File: src/rtl/omnivision_spi_frame_ctrl_pkg.sv
// Shared types and constants for the Omnivision SPI frame sequencer.
// Header layout: SYNC0 SYNC1 SYNC2 mode rows_hi rows_lo cols_hi cols_lo.
package omnivision_spi_frame_ctrl_pkg;

   typedef enum logic [1:0] {
      IDLE       = 2'd0,
      WAIT_FRAME = 2'd1,
      HEADER     = 2'd2,
      DATA       = 2'd3
   } state_t;

   localparam logic [7:0] HDR_SYNC0 = 8'hFF;
   localparam logic [7:0] HDR_SYNC1 = 8'hFF;
   localparam logic [7:0] HDR_SYNC2 = 8'h00;
   localparam logic [7:0] MODE_RAW8 = 8'h2A;
   localparam int         HDR_LEN   = 8;

   function automatic logic [15:0] sat_inc16(input logic [15:0] v);
      return (v == 16'hFFFF) ? v : v + 16'd1;
   endfunction

endpackage

File: src/rtl/omnivision_spi_hdr_mux.sv
// Combinational header byte select from the header index and latched geometry.
// Zero latency; no flow control.
module omnivision_spi_hdr_mux
   import omnivision_spi_frame_ctrl_pkg::*;
(
   input  logic [2:0]  hdr_idx,
   input  logic [7:0]  mode_l,
   input  logic [15:0] rows_l,
   input  logic [15:0] cols_l,
   output logic [7:0]  hdr_byte
);

   always_comb begin
      hdr_byte = HDR_SYNC0;
      case (hdr_idx)
         3'd0:    hdr_byte = HDR_SYNC0;
         3'd1:    hdr_byte = HDR_SYNC1;
         3'd2:    hdr_byte = HDR_SYNC2;
         3'd3:    hdr_byte = mode_l;
         3'd4:    hdr_byte = rows_l[15:8];
         3'd5:    hdr_byte = rows_l[7:0];
         3'd6:    hdr_byte = cols_l[15:8];
         default: hdr_byte = cols_l[7:0];
      endcase
   end

endmodule

File: src/rtl/omnivision_spi_frame_ctrl.sv
// Frame sequencer: 8-byte header then one byte per pixel, registered, 1-cycle latency.
// No backpressure: the serializer must accept a byte every pixclk that tx_valid is high.
module omnivision_spi_frame_ctrl
   import omnivision_spi_frame_ctrl_pkg::*;
#(
   parameter int DATA_WIDTH = 10,
   parameter int HDR_LEN    = 8
) (
   input  logic                  pixclk,
   input  logic                  reset,
   input  logic                  enable_req,
   input  logic [7:0]            mode,
   input  logic [15:0]           num_rows,
   input  logic [15:0]           num_cols,
   input  logic                  fv,
   input  logic                  lv,
   input  logic [DATA_WIDTH-1:0] data,
   input  logic                  err_clear,
   output logic [7:0]            tx_byte,
   output logic                  tx_valid,
   output logic                  tx_header,
   output logic                  frame_active,
   output logic                  frame_done,
   output logic [15:0]           row_count,
   output logic [15:0]           col_count,
   output logic                  err_cols,
   output logic                  err_rows,
   output logic                  err_overlap,
   output logic [15:0]           frames_sent
);

   state_t      state, state_n;
   logic        fv_d, lv_d;
   logic [2:0]  hdr_idx, hdr_idx_n;
   logic        fall_pend, fall_pend_n;
   logic [7:0]  mode_l, mode_l_n;
   logic [15:0] rows_l, rows_l_n, cols_l, cols_l_n;
   logic [7:0]  tx_byte_n, hdr_byte;
   logic        tx_valid_n, tx_header_n, frame_active_n, frame_done_n;
   logic [15:0] row_count_n, col_count_n, frames_sent_n, row_final;
   logic        set_cols, set_rows, set_ovl;
   logic        rise, fall, lv_fall;

   assign rise    = fv & ~fv_d;
   assign fall    = ~fv & fv_d;
   assign lv_fall = lv_d & ~lv;

   omnivision_spi_hdr_mux u_hdr_mux (
      .hdr_idx  (hdr_idx),
      .mode_l   (mode_l),
      .rows_l   (rows_l),
      .cols_l   (cols_l),
      .hdr_byte (hdr_byte)
   );

   generate
      if (DATA_WIDTH > 8) begin : g_lsb
         logic unused_lsb;
         assign unused_lsb = ^data[DATA_WIDTH-9:0];
      end
   endgenerate

   always_comb begin
      state_n        = state;
      hdr_idx_n      = hdr_idx;
      fall_pend_n    = fall_pend;
      mode_l_n       = mode_l;
      rows_l_n       = rows_l;
      cols_l_n       = cols_l;
      tx_byte_n      = tx_byte;
      tx_valid_n     = 1'b0;
      tx_header_n    = 1'b0;
      frame_active_n = frame_active;
      frame_done_n   = 1'b0;
      row_count_n    = row_count;
      col_count_n    = col_count;
      frames_sent_n  = frames_sent;
      row_final      = row_count;
      set_cols       = 1'b0;
      set_rows       = 1'b0;
      set_ovl        = 1'b0;

      case (state)
         IDLE: begin
            if (enable_req) state_n = WAIT_FRAME;
         end
         WAIT_FRAME: begin
            if (!enable_req) begin
               state_n = IDLE;
            end else if (rise) begin
               mode_l_n       = mode;
               rows_l_n       = num_rows;
               cols_l_n       = num_cols;
               tx_byte_n      = HDR_SYNC0;
               tx_valid_n     = 1'b1;
               tx_header_n    = 1'b1;
               frame_active_n = 1'b1;
               hdr_idx_n      = 3'd1;
               row_count_n    = '0;
               col_count_n    = '0;
               fall_pend_n    = 1'b0;
               state_n        = HEADER;
            end
         end
         HEADER: begin
            tx_byte_n   = hdr_byte;
            tx_valid_n  = 1'b1;
            tx_header_n = 1'b1;
            hdr_idx_n   = hdr_idx + 3'd1;
            if (lv)   set_ovl     = 1'b1;
            if (fall) fall_pend_n = 1'b1;
            if (hdr_idx == 3'(HDR_LEN - 1)) state_n = DATA;
         end
         DATA: begin
            if (fv && lv) begin
               tx_byte_n   = data[DATA_WIDTH-1 -: 8];
               tx_valid_n  = 1'b1;
               col_count_n = sat_inc16(col_count);
            end
            if (lv_fall) begin
               if (col_count != cols_l) set_cols = 1'b1;
               row_final   = sat_inc16(row_count);
               row_count_n = row_final;
               col_count_n = '0;
            end
            // A frame that ended during the header closes here, with zero rows.
            if (fall || fall_pend) begin
               if (row_final != rows_l) set_rows = 1'b1;
               frame_done_n   = 1'b1;
               frames_sent_n  = frames_sent + 16'd1;
               frame_active_n = 1'b0;
               fall_pend_n    = 1'b0;
               state_n        = enable_req ? WAIT_FRAME : IDLE;
            end
         end
         default: state_n = IDLE;
      endcase
   end

   always_ff @(posedge pixclk or posedge reset) begin
      if (reset) begin
         state        <= IDLE;
         fv_d         <= 1'b0;
         lv_d         <= 1'b0;
         hdr_idx      <= '0;
         fall_pend    <= 1'b0;
         mode_l       <= '0;
         rows_l       <= '0;
         cols_l       <= '0;
         tx_byte      <= '0;
         tx_valid     <= 1'b0;
         tx_header    <= 1'b0;
         frame_active <= 1'b0;
         frame_done   <= 1'b0;
         row_count    <= '0;
         col_count    <= '0;
         err_cols     <= 1'b0;
         err_rows     <= 1'b0;
         err_overlap  <= 1'b0;
         frames_sent  <= '0;
      end else begin
         state        <= state_n;
         fv_d         <= fv;
         lv_d         <= lv;
         hdr_idx      <= hdr_idx_n;
         fall_pend    <= fall_pend_n;
         mode_l       <= mode_l_n;
         rows_l       <= rows_l_n;
         cols_l       <= cols_l_n;
         tx_byte      <= tx_byte_n;
         tx_valid     <= tx_valid_n;
         tx_header    <= tx_header_n;
         frame_active <= frame_active_n;
         frame_done   <= frame_done_n;
         row_count    <= row_count_n;
         col_count    <= col_count_n;
         // New errors take priority over a clear in the same cycle.
         err_cols     <= set_cols | (err_cols    & ~err_clear);
         err_rows     <= set_rows | (err_rows    & ~err_clear);
         err_overlap  <= set_ovl  | (err_overlap & ~err_clear);
         frames_sent  <= frames_sent_n;
      end
   end

endmodule

File: config.mk
export PLATFORM = sky130hd
export DESIGN_NAME = omnivision_spi_frame_ctrl
export DESIGN_NICKNAME = d
export VERILOG_FILES = /design/src/rtl/omnivision_spi_frame_ctrl_pkg.sv /design/src/rtl/omnivision_spi_hdr_mux.sv /design/src/rtl/omnivision_spi_frame_ctrl.sv
export SDC_FILE = /design/constraint.sdc
export NUM_CORES = 1
export LEC_CHECK = 0
export BUFFER_PORTS_ARGS = -buffer_cell sky130_fd_sc_hd__clkbuf_2
export CAP_MARGIN = 20
export CORE_MARGIN = 5
export CORE_UTILIZATION = 52
export CTS_BUF_LIST = sky130_fd_sc_hd__clkbuf_4
export DETAILED_ROUTE_END_ITERATION = 8
export GPL_ROUTABILITY_DRIVEN = 0
export PLACE_DENSITY = 0.76
export SLEW_MARGIN = 20
export SYNTH_ARGS = -nofsm -noshare
export SYNTH_HDL_FRONTEND = slang
export SYNTH_HIERARCHICAL = 1
export SYNTH_SLANG_ARGS = --single-unit
File: constraint.sdc
create_clock -name pixclk -period 3.59 [get_ports pixclk]
set_clock_uncertainty 0.1 [all_clocks]
set_input_delay 0.718 -clock pixclk [delete_from_list [all_inputs] [get_ports pixclk]]
set_output_delay 0.718 -clock pixclk [all_outputs]
set_load 0.1 [all_outputs]
Yosys cells after proc, flatten, opt, wreduce, memory -nomap -nowiden --
Index checks and enable logic that the tools add are counted.
Storage, ports and cells: input bits 56, output and inout port bits 63, word-level logic and storage cells 125, register bits after elaboration 111
Operators by class: mux-type cells 48, bitwise logic cells 13, reductions and logical operators 17, add/sub/neg operators 4, equal/unequal tests 24
Operator list (number):
- 16-bit 2-to-1 mux | 8
- 16-bit one-hot mux with 2 select lines | 2
- 16-bit by 1-bit adder with 16-bit output (second input constant) | 3
- 8-bit one-hot mux with 6 select lines | 1
- 16-bit == test (second input constant) | 2
- 16-bit inequality test | 2
- 8-bit 2-to-1 mux | 3
- 8-bit one-hot mux with 3 select lines | 1
- 1-bit 2-to-1 mux | 20
- 2-bit inequality test (second input constant) | 7
- 3-bit == test (second input constant) | 4
- 4-bit AND reduction | 3
- 2-bit 2-to-1 mux | 5
- 5-bit AND reduction | 2
- 3-bit inequality test (second input constant) | 3
- 3-bit AND reduction | 3
- 2-bit one-hot mux with 4 select lines | 1
- 1-bit bitwise AND | 6
- 3-bit by 2-bit == test with 1-bit output (second input constant) | 2
- 3-bit 2-to-1 mux | 2
- 1-bit one-hot mux with 3 select lines | 2
- 3-bit one-hot mux with 2 select lines | 1
- 2-bit == test (second input constant) | 2
- 1-bit inverter | 4
- 13 further kinds | 17

Longest topological paths before layout --
depth after elaboration 9, mapped depth 10, depth with buffers taken out 9

Modules after synthesis --
Netlist, hierarchy kept.
Modules (own cells, without submodules):
- omnivision_spi_frame_ctrl | seq. area each 2777.7 µm², cells each 651, area an instance 5794.3 µm², instances 1
- omnivision_spi_hdr_mux | seq. area each 0.0 µm², cells each 51, area an instance 422.9 µm², instances 1

Worst setup path before layout --
OpenSTA, ideal clock, no wires.
kind reg-to-reg, start register row_count[0], end register err_rows, clock period less this slack 3.279 ns, setup time 0.136 ns, slack 0.311 ns, arrival 3.044 ns, path buffers 1, required time 3.354 ns, cell stages (with the launch flop) 10, cells stage by stage dfrtp_1 > ha_1 > nand4_4 > nor4_4 > or2_1 > buf_6 > a21oi_1 > or4_1 > nor4_2 > a31oi_1
On the way: longest elaborated chain between the ends 9, elaborated cells between the ends (all ways) 10, those cells by class 1 x add/sub; 2 x eq/ne; 6 x mux; 1 x bitwise
Ends and longest elaborated chain:
- start: declaration | RTL line omnivision_spi_frame_ctrl.sv:24 | output logic [15:0] row_count,
- start signal: assignment | RTL line omnivision_spi_frame_ctrl.sv:175 | row_count <= row_count_n;
- 16-bit by 1-bit adder with 16-bit output or 16-bit == test (tied branches) | RTL line omnivision_spi_frame_ctrl_pkg.sv:19 | return (v == 16'hFFFF) ? v : v + 16'd1;
- 16-bit 2-to-1 mux | RTL line omnivision_spi_frame_ctrl_pkg.sv:19
- 16-bit 2-to-1 mux *
- 16-bit 2-to-1 mux * | RTL line omnivision_spi_frame_ctrl.sv:83 | case (state)
- 16-bit inequality test * | RTL line omnivision_spi_frame_ctrl.sv:128 | if (row_final != rows_l) set_rows = 1'b1;
- 1-bit 2-to-1 mux * | RTL line omnivision_spi_frame_ctrl.sv:128
- 1-bit 2-to-1 mux * | RTL line omnivision_spi_frame_ctrl.sv:127 | if (fall || fall_pend) begin
- 1-bit 2-to-1 mux * | RTL line omnivision_spi_frame_ctrl.sv:83
- 1-bit bitwise OR * | RTL line omnivision_spi_frame_ctrl.sv:179 | err_rows <= set_rows | (err_rows & ~err_clear);
- end signal: assignment | RTL line omnivision_spi_frame_ctrl.sv:179
- end: declaration | RTL line omnivision_spi_frame_ctrl.sv:27 | output logic err_rows,
Mark *: on every way between the ends. The rest lies on a longest branch, timed or not. The select of a mux whose other input is x is not followed. A chain may end at the register's enable or synchronous reset.

Worst setup path in the final report --
Ends and elaborated chain as after synthesis.

==> results.cfg <==
[setup_path]
required_ns = 3.87
crit_path_max_incr_delay_ns = 0.55
path_cells = ha_1 > nand4_4 > nor4_4 > or2_1 > a21oi_1 > or4_1 > nor4_2 > a31oi_1
worstSetupStartpointType = flip-flop
reg2reg_from = row_count[0]$_DFFE_PP0P_
worstPathArrival_ns = 3.32
endpoint = err_rows$_DFF_PP0_
path_buf_inv = 0
cp_top_family = simple AND/OR/NAND/NOR gates
crit_type = flip-flop to flip-flop
path_max_fanout = 8
r2r_end = err_rows$_DFF_PP0_
r2r_slack_ns = 0.55
critPathSlowestCell = or4_1
setup.worst_path.end_class = flip-flop
reg2regPathDepth = 8
cp-startpoint = row_count[0]$_DFFE_PP0P_
critical_path_depth = 8

[cts]
cts_buffer_depth = 2
cts_resized = 0
cts-buffers-inserted = 9
clkSlewWorstSetupHoldPaths_ns = 0.16
cts_root_buffer = clkbuf_4
cts_sinks = 111
cts_tree = done
htreeDepth = 3
postCtsSetupBuffers = 0
insertion_delay_ns = 0.50
cts-hold-fix-buffers = 0

[synth]
synth_edf_count = 0
synth-xor-area-share_pct = 8.88
syn_area_sq_um = 6220
synthMuxAreaShare_pct = 2.21
ys_warn_count = 6
synthFlopType = dfrtp_1
synth_area_leader_cell = dfrtp_1
syn_area_per_cell_sq_um = 8.86
ys_seq_area_share_pct = 44.7
synth-simple-area-share_pct = 25.3
synth-async-reset-ratio_pct = 100
synth_top_family_by_area = simple AND/OR/NAND/NOR gates
synth_top_area_share_pct = 44.7
synth_fp_nets = 768
synth_cells = 702
synthAdderAreaFrac_pct = 2.01
synth_area_leaders = dfrtp_1, nand2_1, xnor2_1, nor2_1, xor2_1
synth_cell_types = 63
ys_seq_elements = 111
synth-compound-area-share_pct = 13.4

[global_route]
grt_pass1_vias = 5458
gr-usage-all-layers_pct = 23.3
antenna_found_initial = 0
grt_pass1_wl_um = 27100
grt_overflow = 0
grt_max_degree = 75

[detailed_routing]
wl_um = 16200
remaining_drc_errors = 0
vias = 5549
postRouteAntennaNets = 0
vias_per_cell = 5.82
first_pass_iters = 5
first_iter_violations = 509
routedWlPerCell_um = 17.0

[floorplan]
start_util_pct = 52.4
boundaryPins = 119
rows = 40
die_h_um = 119
core_area_sq_um = 11900
die_area_sq_um = 14200
die_x_um = 119

[pwr]
leakagePower_uw = 0.00342
pwr_density_cell_nw_per_um2 = 662
peakVddDrop_v = 0.000376
p_total_uw = 4680

[placed_design]
dp_hpwl_um = 12000
place.port_buffers = 116
dp.cells = 940
post-place-ws_ns = 0.561

[timing]
hold_viol_final = 0
slew_headroom_pct = 36.2
fmax_mhz = 329
drv_slew = 0
hold_ws_ns = 0.253
setup_slack_ns = 0.548
setup_viol = 0
tns_ns = 0
rsz0062_at_grt = false
tightestPinTransition_ns = 0.957
min_period_ns = 3.04
fin_crit_sh_pct = 84.7

[final_layout]
drive_gt1_share_pct = 18.7
final.fill_count = 1046
area_delta_synth_final_pct = 13.6
num_antenna_cells = 0
nets = 870
multi_input_area_sq_um = 3220
layoutNonFillerInstCount = 954
seq_area_sq_um = 2780

[worst_hold_path]
hp-class = input port to asynchronous set/reset pin

[job]
drv_cap = 0

[run_status]
status = complete, no violations
## area by class of cell
type | instances | area share, %
tap | 147 | 2.60
clock buffer | 9 | 0.957
sequential | 111 | 39.3
inverter | 14 | 0.797
timing repair buffer | 125 | 9.35
multi-input combinational | 543 | 45.6
clock inverter | 5 | 1.40
## state kept, by name, indices dropped and copies added, names as in the netlist, 3 cells and up, named ones only
name and count:
row_count 16, col_count 16, cols_l 16, hdr_idx 3, frames_sent 16, tx_byte 8, rows_l 16, mode_l 8
## worst reg2reg max path, delay by kind of cell (launching register included)
| kind | cells | cell delay (ns) |
|---|---|---|
| AND/OR/NAND/NOR | 5 | 1.77 |
| adder cells (fa/ha/maj) | 1 | 0.34 |
| flip-flops | 1 | 0.49 |
| AO/OA/AOI/OAI | 2 | 0.23 |
## worst min-delay path by stage
stage | slack [ns] | startpoint | cells after the start | endpoint
5_1_grt | 0.25 | lv | 1 | lv_d$_DFF_PP0_
4_1_cts | 0.26 | lv | 1 | lv_d$_DFF_PP0_
6_report | 0.25 | reset | 2 | frame_active$_DFFE_PP0P_
2_1_floorplan | 0.35 | mode_l[0]$_DFFE_PP0P_ | 2 | mode_l[0]$_DFFE_PP0P_
3_3_place_gp | 0.36 | frames_sent[15]$_DFFE_PP0P_ | 1 | frames_sent[15]$_DFFE_PP0P_
3_5_place_dp | 0.37 | mode_l[7]$_DFFE_PP0P_ | 2 | mode_l[7]$_DFFE_PP0P_
## synthesized netlist by cell type (2+ instances only)
cell and instances:
or4_1 2, o41ai_1 2, a21o_1 3, a211oi_1 3, nor3_1 8, a311oi_1 2, nor2b_1 9, o21ai_0 23
and4_1 4, a22o_1 11, mux2_2 2, a21oi_1 24, mux2i_1 4, dfrtp_1 111, buf_2 6, inv_1 14
or3_1 2, a31oi_1 7, a22oi_1 3, o22a_1 3, o22ai_1 2, and2_1 5, o211ai_1 3, buf_6 4
nor4_1 8, buf_1 4, nand2_1 164, a221o_1 5, nor3b_1 3, xnor2_1 39, o21a_1 4, ha_1 10
nand2b_1 7, nand4_1 18, o31ai_1 11, nand3_1 29, xor2_1 24, nor2_1 62, and3_1 8, a32oi_1 3
o32ai_1 2, clkbuf_1 19, mux2_4 5
## metrics by stage
stage | util (%) | instance area [sq um]
6_report | 59.5 | 7060
5_1_grt | 59.5 | 7060
4_1_cts | 59.5 | 7060
3_5_place_dp | 58.1 | 6900
3_3_place_gp | 58.1 | 6900
2_1_floorplan | - | 6220
## per-layer routing
layer  vias up  GRT usage (%)  part of all wire [%]
met3        40           3.89                   6.4
met2       213           36.8                    46
met4         0           9.16                   2.4
met1      2652           32.2                    45
li1       2644              -                     -
met5         -              0                     0
## where the power goes
group          total, uW  internal, uW  switching (uW)
combinational       1970           674            1300
sequential          1950          1550             406
clock                752           342             410
total               4680          2560            2120
## cells in the final DEF, fill, tap and decap left out, types with 4 or more instances in the layout
cell type,count
nor2_1,62
nand2b_1,7
xnor2_1,39
dfrtp_1,111
and2_1,5
o21ai_0,23
mux2_4,5
xor2_1,24
clkbuf_4,9
a22o_1,11
inv_1,13
a31oi_1,7
o31ai_1,11
buf_4,8
nor2b_1,9
clkbuf_2,116
and3_1,8
a221o_1,5
nand4_1,18
nand3_1,29
nor3_1,8
nand2_1,164
ha_1,10
and4_1,4
a21oi_1,24
mux2i_1,4
o21a_1,4
nor4_1,8
## kinds of logic (layout without fill, tap and decap cells)
group / after synthesis / in the layout
fa+ha+maj: 10 / 10
xor+xnor: 63 / 63
simple gates: 339 / 339
compound gates: 120 / 120
buf+inv: 48 / 153
flops: 111 / 111
mux: 11 / 11
Note: power is estimated with default switching activity, not from simulation.
